===== src/rtl/reg_file_ctrl.sv =====
// reg_file_ctrl
// -------------
// Multi-cycle sequencer that issues every access to a 16x16 register file.
// Each accepted instruction takes four cycles: IDLE (accept), READ (drive the
// read addresses, latch A/B), EXEC (compute result and flags), WB (write back
// through C/Caddr/Load, or pulse clear for CLR).
//
// Ports:
//   clk, rst        rising-edge clock, asynchronous active-high reset
//   instr_valid/instr_ready/instr
//                   instruction issue handshake; instr = {op, dest, srcA, srcB}
//                   with srcA/srcB doubling as an 8-bit immediate for LDI
//   Aaddr, Baddr    register file read addresses (held from accept)
//   A, B            register file read data, combinational from Aaddr/Baddr
//   Caddr, C, Load  register file write port, Load is a one-cycle pulse
//   clear           register file clear, one-cycle pulse
//   done            one-cycle completion pulse, once per instruction
//   result          last computed result, held
//   flag_z/c/v      zero/carry/overflow of the last arithmetic or logic op
//   illegal         sticky, set by any undefined opcode
//   state_dbg       current FSM state (IDLE=0, READ=1, EXEC=2, WB=3)
//
// Handshake: an instruction transfers on a rising edge where instr_valid and
// instr_ready are both high. instr_ready depends only on state (never on
// instr_valid), and instr is not looked at in any other cycle.

module reg_file_ctrl #(
    parameter int DATA_W = 16,
    parameter int ADDR_W = 4,
    parameter int OP_W   = 4
) (
    input  logic                        clk,
    input  logic                        rst,
    input  logic                        instr_valid,
    output logic                        instr_ready,
    input  logic [OP_W+3*ADDR_W-1:0]    instr,
    output logic [ADDR_W-1:0]           Aaddr,
    output logic [ADDR_W-1:0]           Baddr,
    input  logic [DATA_W-1:0]           A,
    input  logic [DATA_W-1:0]           B,
    output logic [ADDR_W-1:0]           Caddr,
    output logic [DATA_W-1:0]           C,
    output logic                        Load,
    output logic                        clear,
    output logic                        done,
    output logic [DATA_W-1:0]           result,
    output logic                        flag_z,
    output logic                        flag_c,
    output logic                        flag_v,
    output logic                        illegal,
    output logic [1:0]                  state_dbg
);

    localparam int INSTR_W = OP_W + 3 * ADDR_W;
    localparam int IMM_W   = 2 * ADDR_W;
    localparam int MSB     = DATA_W - 1;

    localparam logic [OP_W-1:0] OP_NOP = OP_W'(0);
    localparam logic [OP_W-1:0] OP_ADD = OP_W'(1);
    localparam logic [OP_W-1:0] OP_SUB = OP_W'(2);
    localparam logic [OP_W-1:0] OP_AND = OP_W'(3);
    localparam logic [OP_W-1:0] OP_OR  = OP_W'(4);
    localparam logic [OP_W-1:0] OP_XOR = OP_W'(5);
    localparam logic [OP_W-1:0] OP_MOV = OP_W'(6);
    localparam logic [OP_W-1:0] OP_LDI = OP_W'(7);
    localparam logic [OP_W-1:0] OP_CLR = OP_W'(8);

    typedef enum logic [1:0] {
        IDLE = 2'd0,
        READ = 2'd1,
        EXEC = 2'd2,
        WB   = 2'd3
    } state_t;

    state_t state, state_nxt;

    logic [INSTR_W-1:0] instr_q;
    logic [DATA_W-1:0]  opa, opb;

    logic [OP_W-1:0]    op;
    logic [ADDR_W-1:0]  dest;
    logic [IMM_W-1:0]   imm;
    logic               is_write;
    logic               is_flag_op;

    logic [DATA_W:0]    sum;
    logic [DATA_W:0]    diff;
    logic [DATA_W-1:0]  exec_res;
    logic               exec_z, exec_c, exec_v, exec_ill;

    // Instruction field decode from the latched instruction.
    assign op         = instr_q[INSTR_W-1 -: OP_W];
    assign dest       = instr_q[3*ADDR_W-1 -: ADDR_W];
    assign imm        = instr_q[IMM_W-1:0];
    assign is_write   = (op >= OP_ADD) && (op <= OP_LDI);
    assign is_flag_op = (op >= OP_ADD) && (op <= OP_XOR);

    assign state_dbg  = state;

    // ---------------------------------------------------------------- FSM
    always_ff @(posedge clk or posedge rst) begin
        if (rst) begin
            state <= IDLE;
        end else begin
            state <= state_nxt;
        end
    end

    // Strobes decode straight from state, so the asynchronous return to IDLE
    // drops Load/clear/done immediately and an abandoned instruction never
    // writes or clears.
    always_comb begin
        state_nxt   = state;
        instr_ready = 1'b0;
        Load        = 1'b0;
        clear       = 1'b0;
        done        = 1'b0;
        case (state)
            IDLE: begin
                instr_ready = 1'b1;
                if (instr_valid) begin
                    state_nxt = READ;
                end
            end
            READ: state_nxt = EXEC;
            EXEC: state_nxt = WB;
            WB: begin
                Load      = is_write;
                clear     = (op == OP_CLR);
                done      = 1'b1;
                state_nxt = IDLE;
            end
            default: state_nxt = IDLE;
        endcase
    end

    // ---------------------------------------------------------------- ALU
    // Non-updating ops (NOP, CLR, illegal) fall through with the held result
    // and flags, so the EXEC edge can load these values unconditionally.
    always_comb begin
        exec_res = result;
        exec_z   = flag_z;
        exec_c   = flag_c;
        exec_v   = flag_v;
        exec_ill = illegal;
        sum      = {1'b0, opa} + {1'b0, opb};
        diff     = {1'b0, opa} + {1'b0, ~opb} + {{DATA_W{1'b0}}, 1'b1};
        case (op)
            OP_NOP: ;
            OP_ADD: begin
                exec_res = sum[DATA_W-1:0];
                exec_c   = sum[DATA_W];
                exec_v   = (opa[MSB] == opb[MSB]) && (sum[MSB] != opa[MSB]);
            end
            OP_SUB: begin
                // Carry out of A + ~B + 1 is set when no borrow occurred.
                exec_res = diff[DATA_W-1:0];
                exec_c   = diff[DATA_W];
                exec_v   = (opa[MSB] != opb[MSB]) && (diff[MSB] != opa[MSB]);
            end
            OP_AND: begin
                exec_res = opa & opb;
                exec_c   = 1'b0;
                exec_v   = 1'b0;
            end
            OP_OR: begin
                exec_res = opa | opb;
                exec_c   = 1'b0;
                exec_v   = 1'b0;
            end
            OP_XOR: begin
                exec_res = opa ^ opb;
                exec_c   = 1'b0;
                exec_v   = 1'b0;
            end
            OP_MOV: exec_res = opa;
            OP_LDI: exec_res = {{(DATA_W-IMM_W){1'b0}}, imm};
            OP_CLR: ;
            default: exec_ill = 1'b1;
        endcase
        if (is_flag_op) begin
            exec_z = (exec_res == '0);
        end
    end

    // ---------------------------------------------------------------- datapath
    always_ff @(posedge clk or posedge rst) begin
        if (rst) begin
            instr_q <= '0;
            opa     <= '0;
            opb     <= '0;
            Aaddr   <= '0;
            Baddr   <= '0;
            Caddr   <= '0;
            C       <= '0;
            result  <= '0;
            flag_z  <= 1'b0;
            flag_c  <= 1'b0;
            flag_v  <= 1'b0;
            illegal <= 1'b0;
        end else begin
            case (state)
                IDLE: begin
                    if (instr_valid) begin
                        // Read addresses come straight from the incoming
                        // instruction so they are stable for all of READ.
                        instr_q <= instr;
                        Aaddr   <= instr[2*ADDR_W-1 -: ADDR_W];
                        Baddr   <= instr[ADDR_W-1:0];
                    end
                end
                READ: begin
                    opa <= A;
                    opb <= B;
                end
                EXEC: begin
                    result  <= exec_res;
                    flag_z  <= exec_z;
                    flag_c  <= exec_c;
                    flag_v  <= exec_v;
                    illegal <= exec_ill;
                    Caddr   <= dest;
                    C       <= exec_res;
                end
                default: ;
            endcase
        end
    end

endmodule


===== config.mk =====
export PLATFORM = sky130hd
export DESIGN_NAME = reg_file_ctrl
export DESIGN_NICKNAME = d
export VERILOG_FILES = /design/src/rtl/reg_file_ctrl.sv
export SDC_FILE = /design/constraint.sdc
export NUM_CORES = 1
export LEC_CHECK = 0
export CAP_MARGIN = 20
export CELL_PAD_IN_SITES_DETAIL_PLACEMENT = 0
export CELL_PAD_IN_SITES_GLOBAL_PLACEMENT = 2
export CORE_MARGIN = 2
export CORE_UTILIZATION = 35
export DETAILED_ROUTE_END_ITERATION = 7
export GPL_TIMING_DRIVEN = 0
export PLACE_DENSITY_LB_ADDON = 0.1
export SLEW_MARGIN = 40
export SYNTH_ARGS = -nofsm -noshare
export SYNTH_HDL_FRONTEND = slang
export SYNTH_SLANG_ARGS = --single-unit

===== constraint.sdc =====
create_clock -name clk -period 7.3 [get_ports clk]
set_input_delay 1.095 -clock clk [delete_from_list [all_inputs] [get_ports clk]]
set_output_delay 1.095 -clock clk [all_outputs]
set_load 0.03 [all_outputs]

Word level (Yosys, flattened, before mapping)
Index checks and enable logic that the tools add are counted.

Add/sub/neg operators: 3. Order comparisons: 3. Equality and inequality tests: 16. Mux-type cells: 9. Bitwise logic cells: 5. Reduce and logical (&&, ||, !) cells: 14.

Operator list (number): one-hot mux 16 bit (7 select lines) (1); adder 16 x 16 -> 17 bit (2); adder 17 x 1 -> 17 bit (second input constant) (1); AND 16 bit (1); equality test 4 x 3 -> 1 bit (second input constant) (4); zero test 16 bit (1); inverter 16 bit (1); OR 16 bit (1); XOR 16 bit (1); OR reduction 9 bit (1); equality test 4 x 2 -> 1 bit (second input constant) (2); less-or-equal comparator 4 x 3 -> 1 bit (second input constant) (2); one-hot mux 2 bit (4 select lines) (1); AND reduction 2 bit (4); one-hot mux 1 bit (3 select lines) (2); equality test 2 bit (second input constant) (2); equality test 4 x 1 -> 1 bit (second input constant) (1); equality test 4 bit (second input constant) (1); greater-or-equal comparator 4 x 1 -> 1 bit (second input constant) (1); logical AND 1 bit (4); zero test 4 bit (1); 2-to-1 mux 1 bit (4); != test 1 bit (3); nonzero test 3 bit (1); other kinds (7) (7).

Register bits after elaboration: 82. Input port bits: 51. Output and inout port bits: 54.

Depth between registers and ports, before layout
Gate-level depths: netlist (run 1).

Depth in word-level cells: 6. Gate-level depth with buffers: 13.

Worst setup path before layout (run 1)
No wires, ideal clock.

Path type: reg2reg. From: register opa[1]. To: register flag_z. Data arrival time: 2.889 ns. Setup slack: 4.319 ns. Stages on the path, launching flop included: 12. Buffers on the path: 0. Cell sequence: dfrtp_1 > inv_1 > ha_1 > a21o_1 > and4_1 > o21ba_1 > o41ai_1 > o221ai_1 > a211o_1 > a2111oi_0 > o2111ai_1 > o31ai_2.

Word-level cells in the longest chain between the ends: 4. Elaborated cells between the ends (all ways): 8.

RTL lines: start, declared (RTL line 78) `logic [DATA_W-1:0] opa, opb;`; start signal, assigned (RTL line 190) `opa <= '0;`; start signal, assigned (RTL line 213) `opa <= A;`; adder 16 x 16 -> 17 bit (RTL line 147) `diff = {1'b0, opa} + {1'b0, ~opb} + {{DATA_W{1'b0}}, 1'b1};`; adder 17 x 1 -> 17 bit (RTL line 147); one-hot mux 16 bit (7 select lines) * (RTL line 148) `case (op)`; zero test 16 bit * (RTL line 182) `exec_z = (exec_res == '0);`; end signal, assigned (RTL line 218) `flag_z <= exec_z;`; end, declared (RTL line 47) `output logic flag_z,`.

Mark *: on every way between the ends. The rest lies on a longest branch, timed or not. A chain may end at the register's enable or synchronous reset.

Worst setup path after layout (run 1)
From: register opa[0]. To: register flag_z.

Same word-level chain as after synthesis.

==> results.ini, run 1 <==
[run_status]
status = finished clean

[worst_setup_path]
crit_path_end_kind = flip-flop
cp_max_fo = 5
worst-r2r-setup-slack_ps = 3230
cpPeakStageDelay_ps = 660
cpMostUsedCell = a21oi_1
timing.rr.start = opa[0]
cp_cell_sequence = ha_1 -> inv_1 -> fa_1 -> nand2b_1 -> a21oi_1 -> o21ai_1 -> a21oi_1 -> nor4_1 -> or4b_1 -> a2111oi_0 -> o2111ai_1 -> o31ai_2
cpMaxStageDelayCell = or4b_1
r2r_cells = 12
critical_path_class = flip-flop to flip-flop
arrival_ps = 4330
reg2reg_to = flag_z
cp-start-kind = flip-flop
cp_data_required_time_ps = 7560

[clock_tree]
tritoncts = done
clk_latency_ps = 360
cts_buffers = 9
postCtsSetupRepairBufs = 0
cts.path.max_buffers = 2
clkTransAtPathRegs_ps = 80
cts-resized-gates = 0
cts_root_buffer = clkbuf_16
h-tree-depth = 3
clock-sinks = 74
holdBufCountCts = 0

[floorplan]
rows = 48
core-area_sq_um = 17400
die_w_microns = 137
initial_core_util_pct = 35.9
die-height_microns = 137
ios = 105
dieArea_sq_um = 18900

[routing]
drtIter0Drc = 672
vias_per_cell = 5.73
drc = 0
wl_per_cell_microns = 22.0
vias = 6223
finalWirelength_microns = 23900
drt_first_pass_iters = 6
final_antenna_net_count = 0

[worst_hold_path]
whs_path_depth = 2
hold_path_end = flag_v
worstHoldPathType = flip-flop to flip-flop
hp-start = flag_v

[cells_and_area]
layout_commonest_cell = clkdlybuf4s50_1
nets = 963
area_growth_pct = 26.9
multi_input_comb_area_sq_um = 3780
antenna_cells = 0
register_area_sq_um = 1850
final_cell_mix = 104 x clkdlybuf4s50_1, 74 x dfrtp_1, 63 x o21ai_0, 60 x nand2_1, 58 x inv_1
nFillCells = 1680
fin_util_pct = 45.6
drive_above_1_share_pct = 12.1

[sta]
rsz0062_at_grt = no
setup_viol = 0
finalCritPeriodShare_pct = 55.7
clock_skew_ps = 14.5
hold_viol = 0
fmax_mhz = 246
tightest_slew_ps = 816
max_slew_margin_pct = 45.6
finalMaxSlewViolations = 0
hold-worst-slack_ps = 480
setup_tns_ps = 0
fin_crit_ps = 4070

[grt]
grt_pass1_wl_microns = 35500
overflow = 0
antenna_found_initial = 0
grt_pass1_vias = 5890
grt_max_degree = 54
grtUsageTotal_pct = 25.6

[place]
hpwl_microns = 18300
portBuffers = 104
place_congestion = 0.918

[synth]
synth_warnings = 0
syn-cell-area_sq_um = 6230
synth_nets = 847
synth.avg_cell_area_sq_um = 8.43
synth_cells = 740
ys_seq_area_share_pct = 29.7
synth.distinct_cells = 89
synth-edff-count = 0
async_reset_ff_share_pct = 100
synth_flop_cell = dfrtp_1
ys_seq_elements = 74

[flow_run]
cap_violations = 0

==> synthesized netlist by cell type, drive strengths merged (4+ instances only) <==
master / n / area, sq um
a2111oi: 7 / 75.1
a211oi: 9 / 72.6
a21o: 6 / 45.0
a21oi: 51 / 255
a221o: 5 / 50.1
a221oi: 10 / 87.6
a22o: 4 / 35.0
a22oi: 6 / 45.0
a31oi: 15 / 93.8
and3: 6 / 37.5
buf: 43 / 290
clkbuf: 24 / 91.3
dfrtp: 74 / 1850
ha: 54 / 676
inv: 61 / 229
mux2: 23 / 259
nand2: 60 / 225
nand2b: 9 / 56.3
nand3: 7 / 35.0
nor2: 57 / 214
nor2b: 13 / 83.8
nor3: 14 / 81.3
o211ai: 9 / 67.6
o21ai: 67 / 335
o22a: 6 / 53.8
o22ai: 5 / 31.3
o311a: 4 / 40.0
o311ai: 5 / 43.8
o31ai: 11 / 87.6
xnor2: 4 / 35.0
==> layer usage <==
| metal | up-vias | part of all wire (%) | global-route usage (%) |
|---|---|---|---|
| met5 | - | 0.20 | 2.22 |
| met4 | 2 | 1.9 | 8.13 |
| met3 | 29 | 7.2 | 4.34 |
| met2 | 270 | 44 | 39.3 |
| met1 | 3017 | 47 | 36.4 |
| li1 | 2905 | - | - |
==> state kept, by name (all words and copies together) (netlist names) <==
name       cells
opb           16
Baddr          3
flag_v         1
instr_q       10
state_dbg      2
flag_z         1
Caddr          4
Aaddr          3
illegal        1
opa           16
flag_c         1
result        16
==> critical path, delay by kind of cell (launching register included) <==
kind	cells	cell delay, ps
DFF	1	390
AOI/OAI and AO/OA	6	1850
adders and majority gates	2	670
and+or+nand+nor	3	980
buffers and inverters	1	80
==> cell families (layout without fill, tap and decap cells) <==
family	count (synthesis)	in the layout	synth area share, %
muxes	26	26	4.64
AOI/OAI and AO/OA	256	256	28.0
buffers and inverters	128	249	9.79
and+or+nand+nor	195	195	15.7
DFF	74	74	29.7
xor gates and xnor gates	5	5	0.702
adders and majority gates	56	56	11.5
==> area by class of cell <==
class,instances,area share (%)
timing repair buffer,105,13.5
sequential,74,23.4
buffer,67,4.83
clock buffer,9,2.85
inverter,61,2.96
clock inverter,7,1.06
multi-input combinational,538,47.8
tap,225,3.56
==> how the worst max path moves through the flow <==
stage | startpoint | end | depth (start not counted)
after floorplan | rst | Aaddr[0] | 1
after global placement | rst | opb[14] | 2
after detailed placement | opa[0] | flag_z | 12
after CTS | instr_q[15] | Load | 5
after global routing | opa[0] | flag_z | 12
final | opa[0] | flag_z | 12
==> stage by stage <==
step	area [sq um]	instances	worst slack [ps]
2_1_floorplan	6230	740	4320
3_3_place_gp	7560	1069	3020
3_5_place_dp	7600	1070	3490
4_1_cts	7910	1086	3380
5_1_grt	7910	1086	3150
6_report	7910	1086	3230
Power of run 1 is not shown: default switching activity piles up to over one toggle a cycle in this logic, so the estimate is an artifact.
==> run 2: changes to the inputs <==
--- a/config.mk
+++ b/config.mk
@@ -9,7 +9,7 @@
 export CELL_PAD_IN_SITES_DETAIL_PLACEMENT = 0
 export CELL_PAD_IN_SITES_GLOBAL_PLACEMENT = 2
 export CORE_MARGIN = 2
-export CORE_UTILIZATION = 35
+export CORE_UTILIZATION = 32
 export DETAILED_ROUTE_END_ITERATION = 7
 export GPL_TIMING_DRIVEN = 0
 export PLACE_DENSITY_LB_ADDON = 0.1
==> constraint.sdc (replaced) <==
create_clock -name clk -period 3.88 [get_ports clk]
set_input_delay 0.582 -clock clk [delete_from_list [all_inputs] [get_ports clk]]
set_output_delay 0.582 -clock clk [all_outputs]
set_load 0.03 [all_outputs]
==> results.ini, run 2 (synthesis gave the netlist of run 1 again) <==
[routing]
vias = 6088  ; -2.2%
vias_per_cell = 5.40  ; -5.7%
wl_per_cell_microns = 21.5  ; -2.3%
drc = 0  ; unchanged
finalWirelength_microns = 24300  ; +1.4%
drtIter0Drc = 466  ; -31%
dr_wl_met3_microns = 1510  ; -12%
highest_layer = met4
wl_met2_microns = 10500  ; +0.88%
met1_length_microns = 11700  ; +3.7%
final_antenna_net_count = 0  ; unchanged
drt_first_pass_iters = 5  ; -1

[place]
portBuffers = 104  ; unchanged
dp_cells = 1110  ; +3.7%
hpwl_microns = 18700  ; +2.3%
place_congestion = 0.861  ; -6.1%

[worst_setup_path]
cp_data_required_time_ps = 4140  ; -3420 ps
cp_max_fo = 9  ; +4
crit_path_end_kind = flip-flop
arrival_ps = 3910  ; -420 ps
critical_path_class = flip-flop to flip-flop
cp-start-kind = flip-flop
worst-r2r-setup-slack_ps = 230  ; -3000 ps

[cells_and_area]
reg_top3 = opa: 16 flops, opb: 16 flops, result: 16 flops
antenna_cells = 0  ; unchanged
final_cells = 1127  ; +3.8%
area_growth_pct = 27.9
layout_commonest_cell = clkdlybuf4s50_1
final_cell_mix = 104 x clkdlybuf4s50_1, 74 x dfrtp_1, 62 x o21ai_0, 60 x nand2_1, 58 x inv_1
nets = 964  ; +0.10%
drive_above_1_share_pct = 12.4  ; +0.33 points

[grt]
antenna_found_initial = 0  ; unchanged
grt_max_degree = 52  ; -3.7%
grt_pass1_vias = 5803  ; -1.5%
grtUsageTotal_pct = 23.7  ; -1.9 points
overflow = 0  ; unchanged
grt_pass1_wl_microns = 36100  ; +1.7%

[clock_tree]
clock-sinks = 74  ; unchanged
cts_buffers = 9  ; unchanged
cts.path.max_buffers = 2  ; unchanged
tritoncts = done
clk_latency_ps = 360  ; about the same
cts_root_buffer = clkbuf_16
clkTransAtPathRegs_ps = 70  ; about the same
h-tree-depth = 3  ; unchanged

[floorplan]
die_w_microns = 144  ; +4.5%
core-area_sq_um = 19300  ; +11%
ios = 105  ; unchanged
rows = 51  ; +6.3%
die-height_microns = 144  ; +4.5%
dieArea_sq_um = 20600  ; +9.1%
initial_core_util_pct = 32.4  ; -3.6 points

[sta]
fmax_mhz = 274  ; +11%
clock_skew_ps = 13.0  ; -1.51 ps
finalMaxSlewViolations = 0  ; unchanged
max_slew_margin_pct = 47.2  ; +1.6 points
setup_tns_ps = 0  ; unchanged
rsz0062_at_grt = no
hold_viol = 0  ; unchanged
fin_crit_ps = 3650  ; -418 ps
setup_viol = 0  ; unchanged
finalCritPeriodShare_pct = 94.0  ; +38 points
tightest_slew_ps = 792  ; -23.7 ps

[flow_run]
cap_violations = 0  ; unchanged

[worst_hold_path]
worstHoldPathType = flip-flop to flip-flop

[run_status]
status = finished clean

-- run 2: layout make-up --
cell class                      instances  area (sq um)
Fill cell                            1972         11300
Multi-Input combinational cell        538          3790
Sequential cell                        74          1850
Timing Repair Buffer                  106          1080
Buffer                                 67           382
Tap cell                              265           332
Inverter                               61           234
Clock buffer                            9           225
Clock inverter                          7          82.6
-- run 2: metal layers --
layer  global-route usage, %  vias to the layer above
li1                        -                     2895
met1                    34.8                     2935
met2                    36.1                      226
met3                    2.73                       32
met4                    7.59                        0
met5                       0                        -
-- run 2: critical path, stage by stage, from the launching register on --
cell and delay [ps]:
dfrtp_1 400, inv_1 70, ha_1 300, buf_4 180
inv_2 90, a2111oi_1 500, nor3b_2 390, or2_2 200
xnor2_1 80, a221o_1 400, a2111oi_2 490, o2111ai_1 230
o31ai_2 200
-- run 2: stage by stage --
step	util, %	worst slack [ps]	area [sq um]	hold slack [ps]
floorplan	-	899	6230	474
global placement	39.5	26.6	7610	454
detailed placement	39.7	113	7650	457
CTS	41.3	50.9	7960	473
global route	41.4	9.56	7980	516
finish	41.4	232	7980	467
-- run 2: final timing paths --
path / startpoint / to / cells after the start
min: illegal / illegal / 2
max reg2reg: opa[10] / flag_z / 12
min reg2reg: illegal / illegal / 2
min in group asynchronous: rst / opa[3] / 2
max: opa[10] / flag_z / 12
max in group asynchronous: rst / result[13] / 3
-- run 2: what timing repair did --
item / in CTS / in global routing
hold buffers: 0 / 0
buffers inserted: 0 / 1
setup endpoints to repair: 0 / 1
gates resized for setup: 0 / 4
Power of run 2 is left out for the same reason.
